`src/rtl/memctrl_rr.sv`:
```
// Round-robin byte-serial memory controller: NUM_CH requesters share one 8-bit
// RAM/IO bus with byte/half/word accesses and sign/zero-extended loads.
module memctrl_rr #(
  parameter int unsigned NUM_CH = 2,
  parameter int unsigned ADDR_W = 32,
  parameter logic [1:0]  IO_SEL = 2'b11
) (
  input  logic                     clk_in,
  input  logic                     rst_in,
  input  logic                     rdy_in,
  input  logic                     clear,
  input  logic [7:0]               mem_din,
  output logic [7:0]               mem_dout,
  output logic [31:0]              mem_a,
  output logic                     mem_wr,
  input  logic                     io_buffer_full,
  input  logic [NUM_CH-1:0]        req,
  input  logic [NUM_CH-1:0]        we,
  input  logic [2*NUM_CH-1:0]      size,
  input  logic [NUM_CH-1:0]        uns,
  input  logic [ADDR_W*NUM_CH-1:0] addr,
  input  logic [32*NUM_CH-1:0]     wdata,
  output logic [NUM_CH-1:0]        done,
  output logic [31:0]              rdata,
  output logic                     busy
);

  localparam int unsigned CH_W = (NUM_CH > 1) ? $clog2(NUM_CH) : 1;

  typedef enum logic [1:0] {
    IDLE,
    ISSUE,
    LAST
  } state_t;

  state_t            state;
  logic [CH_W-1:0]   ptr;
  logic [CH_W-1:0]   ch_q;
  logic              we_q;
  logic [1:0]        size_q;
  logic              uns_q;
  logic [31:0]       wdata_q;
  logic [1:0]        idx_q;
  logic [23:0]       rbuf;
  logic [31:0]       mem_a_q;
  logic [7:0]        mem_dout_q;
  logic              mem_wr_q;
  logic [NUM_CH-1:0] done_q;
  logic [31:0]       rdata_q;

  logic [ADDR_W-1:0] addr_a  [NUM_CH];
  logic [31:0]       wdata_a [NUM_CH];
  logic [1:0]        size_a  [NUM_CH];
  logic [NUM_CH-1:0] cand;

  for (genvar c = 0; c < NUM_CH; c++) begin : g_unpack
    assign addr_a[c]  = addr[c*ADDR_W +: ADDR_W];
    assign wdata_a[c] = wdata[c*32 +: 32];
    assign size_a[c]  = size[c*2 +: 2];
    // IO targets are only eligible while the UART can accept another byte
    assign cand[c]    = req[c] && !(io_buffer_full && (addr_a[c][17:16] == IO_SEL));
  end

  logic            gnt_valid;
  logic [CH_W-1:0] gnt_ch;
  logic [CH_W-1:0] ptr_next;

  always_comb begin
    int unsigned j;
    j         = 0;
    gnt_valid = 1'b0;
    gnt_ch    = '0;
    for (int unsigned i = 0; i < NUM_CH; i++) begin
      j = (i + 32'(ptr)) % NUM_CH;
      if (!gnt_valid && cand[j]) begin
        gnt_valid = 1'b1;
        gnt_ch    = CH_W'(j);
      end
    end
  end

  assign ptr_next = (gnt_ch == CH_W'(NUM_CH - 1)) ? '0 : gnt_ch + 1'b1;

  logic [1:0]  last_idx;
  logic [7:0]  next_byte;
  logic [31:0] ld_ext;

  always_comb begin
    case (size_q)
      2'd0:    last_idx = 2'd0;
      2'd1:    last_idx = 2'd1;
      default: last_idx = 2'd3;
    endcase
  end

  always_comb begin
    case (idx_q)
      2'd0:    next_byte = wdata_q[15:8];
      2'd1:    next_byte = wdata_q[23:16];
      default: next_byte = wdata_q[31:24];
    endcase
  end

  // The final byte is taken straight from mem_din while in LAST
  always_comb begin
    case (size_q)
      2'd0:    ld_ext = {{24{mem_din[7] & ~uns_q}}, mem_din};
      2'd1:    ld_ext = {{16{mem_din[7] & ~uns_q}}, mem_din, rbuf[7:0]};
      default: ld_ext = {mem_din, rbuf};
    endcase
  end

  always_ff @(posedge clk_in) begin
    if (rst_in) begin
      state      <= IDLE;
      ptr        <= '0;
      ch_q       <= '0;
      we_q       <= 1'b0;
      size_q     <= '0;
      uns_q      <= 1'b0;
      wdata_q    <= '0;
      idx_q      <= '0;
      rbuf       <= '0;
      mem_a_q    <= '0;
      mem_dout_q <= '0;
      mem_wr_q   <= 1'b0;
      done_q     <= '0;
      rdata_q    <= '0;
    end else if (rdy_in) begin
      done_q  <= '0;
      rdata_q <= '0;
      case (state)
        IDLE: begin
          if (!clear && gnt_valid) begin
            ch_q       <= gnt_ch;
            we_q       <= we[gnt_ch];
            size_q     <= size_a[gnt_ch];
            uns_q      <= uns[gnt_ch];
            wdata_q    <= wdata_a[gnt_ch];
            mem_a_q    <= 32'(addr_a[gnt_ch]);
            mem_dout_q <= wdata_a[gnt_ch][7:0];
            mem_wr_q   <= we[gnt_ch];
            idx_q      <= '0;
            ptr        <= ptr_next;
            state      <= ISSUE;
          end
        end
        ISSUE: begin
          if (clear && !we_q) begin
            state    <= IDLE;
            mem_wr_q <= 1'b0;
          end else begin
            // Byte k-1 arrives on mem_din while byte k's address is presented
            if (!we_q) begin
              case (idx_q)
                2'd1:    rbuf[7:0]   <= mem_din;
                2'd2:    rbuf[15:8]  <= mem_din;
                2'd3:    rbuf[23:16] <= mem_din;
                default: ;
              endcase
            end
            if (idx_q == last_idx) begin
              mem_wr_q <= 1'b0;
              if (we_q) begin
                done_q[ch_q] <= 1'b1;
                state        <= IDLE;
              end else begin
                state <= LAST;
              end
            end else begin
              idx_q      <= idx_q + 2'd1;
              mem_a_q    <= mem_a_q + 32'd1;
              mem_dout_q <= next_byte;
            end
          end
        end
        LAST: begin
          state <= IDLE;
          if (!clear) begin
            done_q[ch_q] <= 1'b1;
            rdata_q      <= ld_ext;
          end
        end
        default: state <= IDLE;
      endcase
    end
  end

  // rdy_in gates the strobes so a frozen cycle never writes or completes
  assign mem_wr   = mem_wr_q & rdy_in;
  assign done     = done_q & {NUM_CH{rdy_in}};
  assign mem_a    = mem_a_q;
  assign mem_dout = mem_dout_q;
  assign rdata    = rdata_q;
  assign busy     = (state != IDLE);

endmodule

```
`config.mk`:
```
export PLATFORM = sky130hd
export DESIGN_NAME = memctrl_rr
export DESIGN_NICKNAME = d
export VERILOG_FILES = /design/src/rtl/memctrl_rr.sv
export SDC_FILE = /design/constraint.sdc
export NUM_CORES = 1
export LEC_CHECK = 0
export BUFFER_PORTS_ARGS = -buffer_cell sky130_fd_sc_hd__buf_2
export CAP_MARGIN = 20
export CORE_MARGIN = 2
export CORE_UTILIZATION = 31
export CTS_CLUSTER_SIZE = 10
export DETAILED_ROUTE_END_ITERATION = 16
export GPL_TIMING_DRIVEN = 0
export MAX_ROUTING_LAYER = met4
export PLACE_DENSITY = 0.53
export SYNTH_ARGS = -nofsm -noshare
export SYNTH_HDL_FRONTEND = slang
export SYNTH_SLANG_ARGS = --single-unit
```
`constraint.sdc`:
```
create_clock -name clk_in -period 3.2 [get_ports clk_in]
set_clock_uncertainty 0.05 [all_clocks]
set_input_delay 0 -clock clk_in [delete_from_list [all_inputs] [get_ports clk_in]]
set_output_delay 0 -clock clk_in [all_outputs]
set_load 0.03 [all_outputs]
```
**Word level (Yosys, flattened, before mapping)**

Cells that the tools add are included.

- Bits in latches: 0
- Bits in writable memories: 0
- Memories kept: 0
- Bits in registers: 141
- Output and inout bits: 76
- ROM bits: 0
- Word-level logic and storage cells: 126

- Muxes and demuxes: 55
- Bitwise operators: 7
- Shift-type cells: 0
- $mul: 0
- Reductions and logical operators: 25
- Equality and inequality tests: 13
- Magnitude comparators: 6
- Add/subtract/negate cells: 4
- Div/mod/pow operators: 0

Operators with widths:

| operator | number |
|---|---|
| 32-bit two-way mux | 11 |
| 32-bit one-hot mux with 2 select lines | 2 |
| 32-bit by 1-bit adder with 32-bit output, second input constant | 1 |
| 8-bit one-hot mux with 2 select lines | 2 |
| 2-bit two-way mux | 14 |
| 8-bit two-way mux | 3 |
| 5-bit AND reduction | 4 |
| 1-bit two-way mux | 17 |
| 2-bit one-hot mux with 2 select lines | 4 |
| 2-bit == test, second input constant | 5 |
| 1-bit logical AND | 8 |
| 1-bit by 2-bit less-than comparator with 1-bit output, second input constant | 4 |
| 2-bit by 1-bit == test with 1-bit output, second input constant | 3 |
| 2-bit logical NOT | 3 |
| 2-bit != test, second input constant | 3 |
| 3-bit AND reduction | 2 |
| 1-bit logical NOT | 5 |
| 4-bit AND reduction | 1 |
| 2-bit nonzero test | 2 |
| 3-bit != test, second input constant | 1 |
| 1-bit NOT | 3 |
| 2-bit by 1-bit adder with 2-bit output, second input constant | 1 |
| 1-bit bitwise AND | 2 |
| 2-bit bitwise AND | 1 |
| other kinds (8) | 8 |

**Logic depth before layout (Yosys ltp)**

- Depth in word-level cells: 16
- Mapped depth: 10
- Gate-level depth less buffers: 7

**Worst setup path before layout**

No wires, ideal clock.

- Kind: register to register
- From: register mem_a_q[0] (netlist: mem_a[0])
- To: register mem_a_q[30] (netlist: mem_a[30])
- Data arrival time: 2.279 ns
- Stages on the path, launching flop included: 7
- Slack: 0.795 ns
- Path through: dfxtp_1 -> ha_1 -> and2_1 -> nand4_4 -> or4_1 -> or4_1 -> a41oi_2

- Longest elaborated chain between the ends: 4

Ends and longest elaborated chain:

| item | RTL line | text |
|---|---|---|
| from (decl) | 45 | `logic [31:0] mem_a_q;` |
| from (signal assigned) | 140 | `mem_a_q <= 32'(addr_a[gnt_ch]);` |
| from (signal assigned) | 172 | `mem_a_q <= mem_a_q + 32'd1;` |
| 32-bit by 1-bit adder with 32-bit output | 172 |  |
| 32-bit two-way mux | 162 | `if (idx_q == last_idx) begin` |
| 32-bit two-way mux | 149 | `if (clear && !we_q) begin` |
| 32-bit one-hot mux with 2 select lines | 132 | `case (state)` |

Every way passes these cells. The select of a mux whose other input is x is not followed.
A chain may end at the register's enable or synchronous reset.

**Final worst setup path**

- From: register state[0]
- To: register wdata_q[12]

- Longest elaborated chain between the ends: 2

Ends and longest elaborated chain:

| item | RTL line | text |
|---|---|---|
| from (decl) | 36 | `state_t state;` |
| from (signal assigned) | 115 | `state <= IDLE;` |
| from (signal assigned) | 145 | `state <= ISSUE;` |
| from (signal assigned) | 150 | `state <= IDLE;` |
| 2-bit logical NOT | 132 |  |
| 3-bit AND reduction (no source line) | n/a |  |
| to (signal assigned) | 139 | `wdata_q <= wdata_a[gnt_ch];` |
| to (decl) | 42 | `logic [31:0] wdata_q;` |

Every way passes these cells.

==> key figures <==
Timing
  – Final hold viol count: 0
  – Fmax: between 0.3 and 0.4 GHz
  – Worst-margin pin slew: approximately 1100 ps
  – Max-slew headroom: between 20% and 30%
  – Final Slew Violations: 0
  – Unrepaired setup endpoints after global routing: false
  – Fin crit share: 89.38%
  – Fin Setup TNS: 0 ps
  – Final setup vio count: 0
  – Final min period: approximately 2900 ps

Clocking
  – Clk sinks: approximately 130
  – Clk_lat worst skew: 430 ps
  – CTS tree: done
  – H-tree level count: 4
  – CTS max path bufs: 2
  – Root buffer cell: clkbuf_16
  – Clock-pin slew on the worst setup and hold paths: 60 ps
  – Post_cts resized: 0
  – Number of buffers created by CTS: 17

Final layout
  – Fillers: around 2300
  – Final Util: between 40% and 50%
  – Nets: 1456
  – Layout area overhead: 43.87%
  – Layout cells sized above 1: 21.98%
  – # diodes: 0

Synthesis
  – Cell taking the most area after synthesis: dfxtp_1
  – Syn. warnings: 0
  – Sequential cell area fraction in the yosys report: a little under two fifths
  – #FFs+latches synth: approximately 130
  – Mapped Nets: 1104
  – Top FF cell, synth: dfxtp_1
  – Cells taking the most area after synthesis: dfxtp_1, nand2_1, a21oi_1, nand3_1, clkbuf_1
  – Syn Area/Cell: between 7 and 8 sq um
  – Post-synth EDFFs: 0
  – Top-area cell type share of the netlist area: around 37%
  – Most common cell in the netlist: nand2_1
  – Top cells by count, synth: nand2_1, dfxtp_1, a21oi_1
  – Async S/R FF share, synth: 0%
  – Synth unique cells: 63
  – Mapped Cells: ~950
  – Cell area after synthesis: 0.007209 sq mm

Detailed routing
  – DRT Pass-1 Iters: 5
  – Vias per cell: 5.507
  – Total vias in the final route: approximately 8800
  – ANT nets after route: 0
  – Initial DRC Count: 665
  – Routed wire length: between 30000 and 40000 um
  – Avg WL per Cell: ~19 um
  – Number of remaining DRC errors: 0

Min path
  – Hold crit path type: input pin to flip-flop

Floorplan
  – DIE WIDTH: between 150 and 200 um
  – Die area: 0.02449 sq mm
  – Core ar.: between 0.02 and 0.025 sq mm
  – Rows: between 50 and 60
  – Die Y: 156.5 um
  – Effective utilization at floorplan: a little under a third
  – I/O pin count: between 200 and 250

Pwr
  – Leakage: 0.004111 uW
  – Maximum vdd drop: about 0.34 mV
  – Cell Pwr Density: 455.4 mW/mm^2

Run
  – Max-cap violations: 0

Global route
  – Grt total ovfl: 0
  – Initial antenna violation count: 0
  – Vias in the first global route: around 8400
  – Global-route wire length before repair: around 46000 um
  – GRT Util Overall: roughly 25%
  – Largest net degree at the start of global routing: 17

Place
  – Post-detail-place hpwl: 21340 um
  – RePlAce Congestion: between 0.9 and 1
  – Port bufs: between 200 and 250

Critical path
  – CP Class: flip-flop to flip-flop
  – Critical Path RT: about 3500 ps
  – Worst EP arrival: 3180 ps
  – Critical Path Sink Type: flip-flop
  – Startpoint types: flip-flop
  – CP Max Fanout: 10

Outcome
  – Run status: complete, no violations
## per-stage QoR
step                hold WS (ps)  cells  area, sq um  power [uW]  setup WS [ps]
floorplan                  97.49    945         7209        2266          794.7
global placement           217.0   1454         8687        2600          227.9
detailed placement         220.6   1455         8695        2602          430.8
CTS                        1.469   1593        10360        4728          84.31
global route               27.69   1595        10370        4900          62.47
finish                     5.868   1595        10370        4724          339.7
## worst paths after layout
check / start / endpoint / slack, ps / depth (start not counted)
setup / recovery: state[0]$_SDFFE_PP0P_ / wdata_q[12]$_SDFFE_PP0P_ / 340 / 9
hold / removal: addr[29] / mem_a[29]$_SDFFE_PP0P_ / 6 / 4
setup reg to reg: state[0]$_SDFFE_PP0P_ / wdata_q[12]$_SDFFE_PP0P_ / 340 / 9
hold reg to reg: rbuf[17]$_SDFFE_PP0P_ / rbuf[17]$_SDFFE_PP0P_ / 400 / 2
## cell families (layout without fill, tap and decap cells)
logic type / after synthesis / in the layout / share of synthesized area (%)
AOI/OAI and AO/OA: 295 / 295 / 26.95
and+or+nand+nor: 357 / 357 / 23.05
xor gates and xnor gates: 1 / 1 / 0.1215
adders and majority gates: 8 / 8 / 1.388
DFF: 133 / 133 / 36.93
muxes: 36 / 36 / 5.293
buffers and inverters: 115 / 480 / 6.265
## layout make-up
cell class	count	area, sq um	area share [%]
Sequential cell	133	2663	25.67
Buffer	84	335.3	3.233
Clock buffer	20	446.7	4.306
Clock inverter	12	155.1	1.496
Tap cell	285	356.6	3.438
Multi-Input combinational cell	697	4095	39.48
Inverter	31	116.4	1.122
Timing Repair Buffer	333	2205	21.25
## where the power goes
part	internal, uW	switching [uW]
clock	1250	789
sequential	1720	72.5
combinational	361	537
total	3330	1400
## critical path, stage by stage (launching register included)
cell and delay [ps]:
dfxtp_1 320, inv_1 80, ha_1 230, nor2b_1 360
nand2_1 120, nor2_1 300, clkbuf_1 420, nor2_1 70
a311oi_1 260, dlygate4sd3_1 590
## routing by layer
metal  share of wire, %  vias to the layer above  GRT usage, %  wire, um
met4                1.8                        0         7.864       537
li1                   -                     4197             -         -
met5                  0                        -             -         0
met1                 44                     4134         32.24     13360
met3                7.0                       48         4.514      2097
met2                 47                      404         39.52     14140
## state kept, by name, indices dropped and copies added, names as in the netlist
name,count
mem_a,32
mem_wr_q,1
mem_dout,8
done_q,2
idx_q,2
uns_q,1
rdata,32
ch_q,1
we_q,1
state,2
rbuf,24
ptr,1
wdata_q,24
size_q,2
## placed cells by master (no fill, tap or decap), types with 23 or more instances in the layout
| master | instances |
|---|---|
| dlygate4sd3_1 | 106 |
| nand4_1 | 23 |
| a311oi_1 | 27 |
| clkbuf_1 | 72 |
| dfxtp_1 | 133 |
| inv_1 | 30 |
| nand2_1 | 155 |
| a21oi_1 | 89 |
| nand3_1 | 62 |
| o21ai_0 | 46 |
| nor2_1 | 61 |
| buf_2 | 234 |
## what timing repair did
action                                  4_1_cts  5_1_grt
hold buffers                                106        0
endpoints found under the setup margin        0        1
endpoints found under the hold margin        85        0
buffers inserted                              0        2
Note: power is estimated with default switching activity, not from simulation.
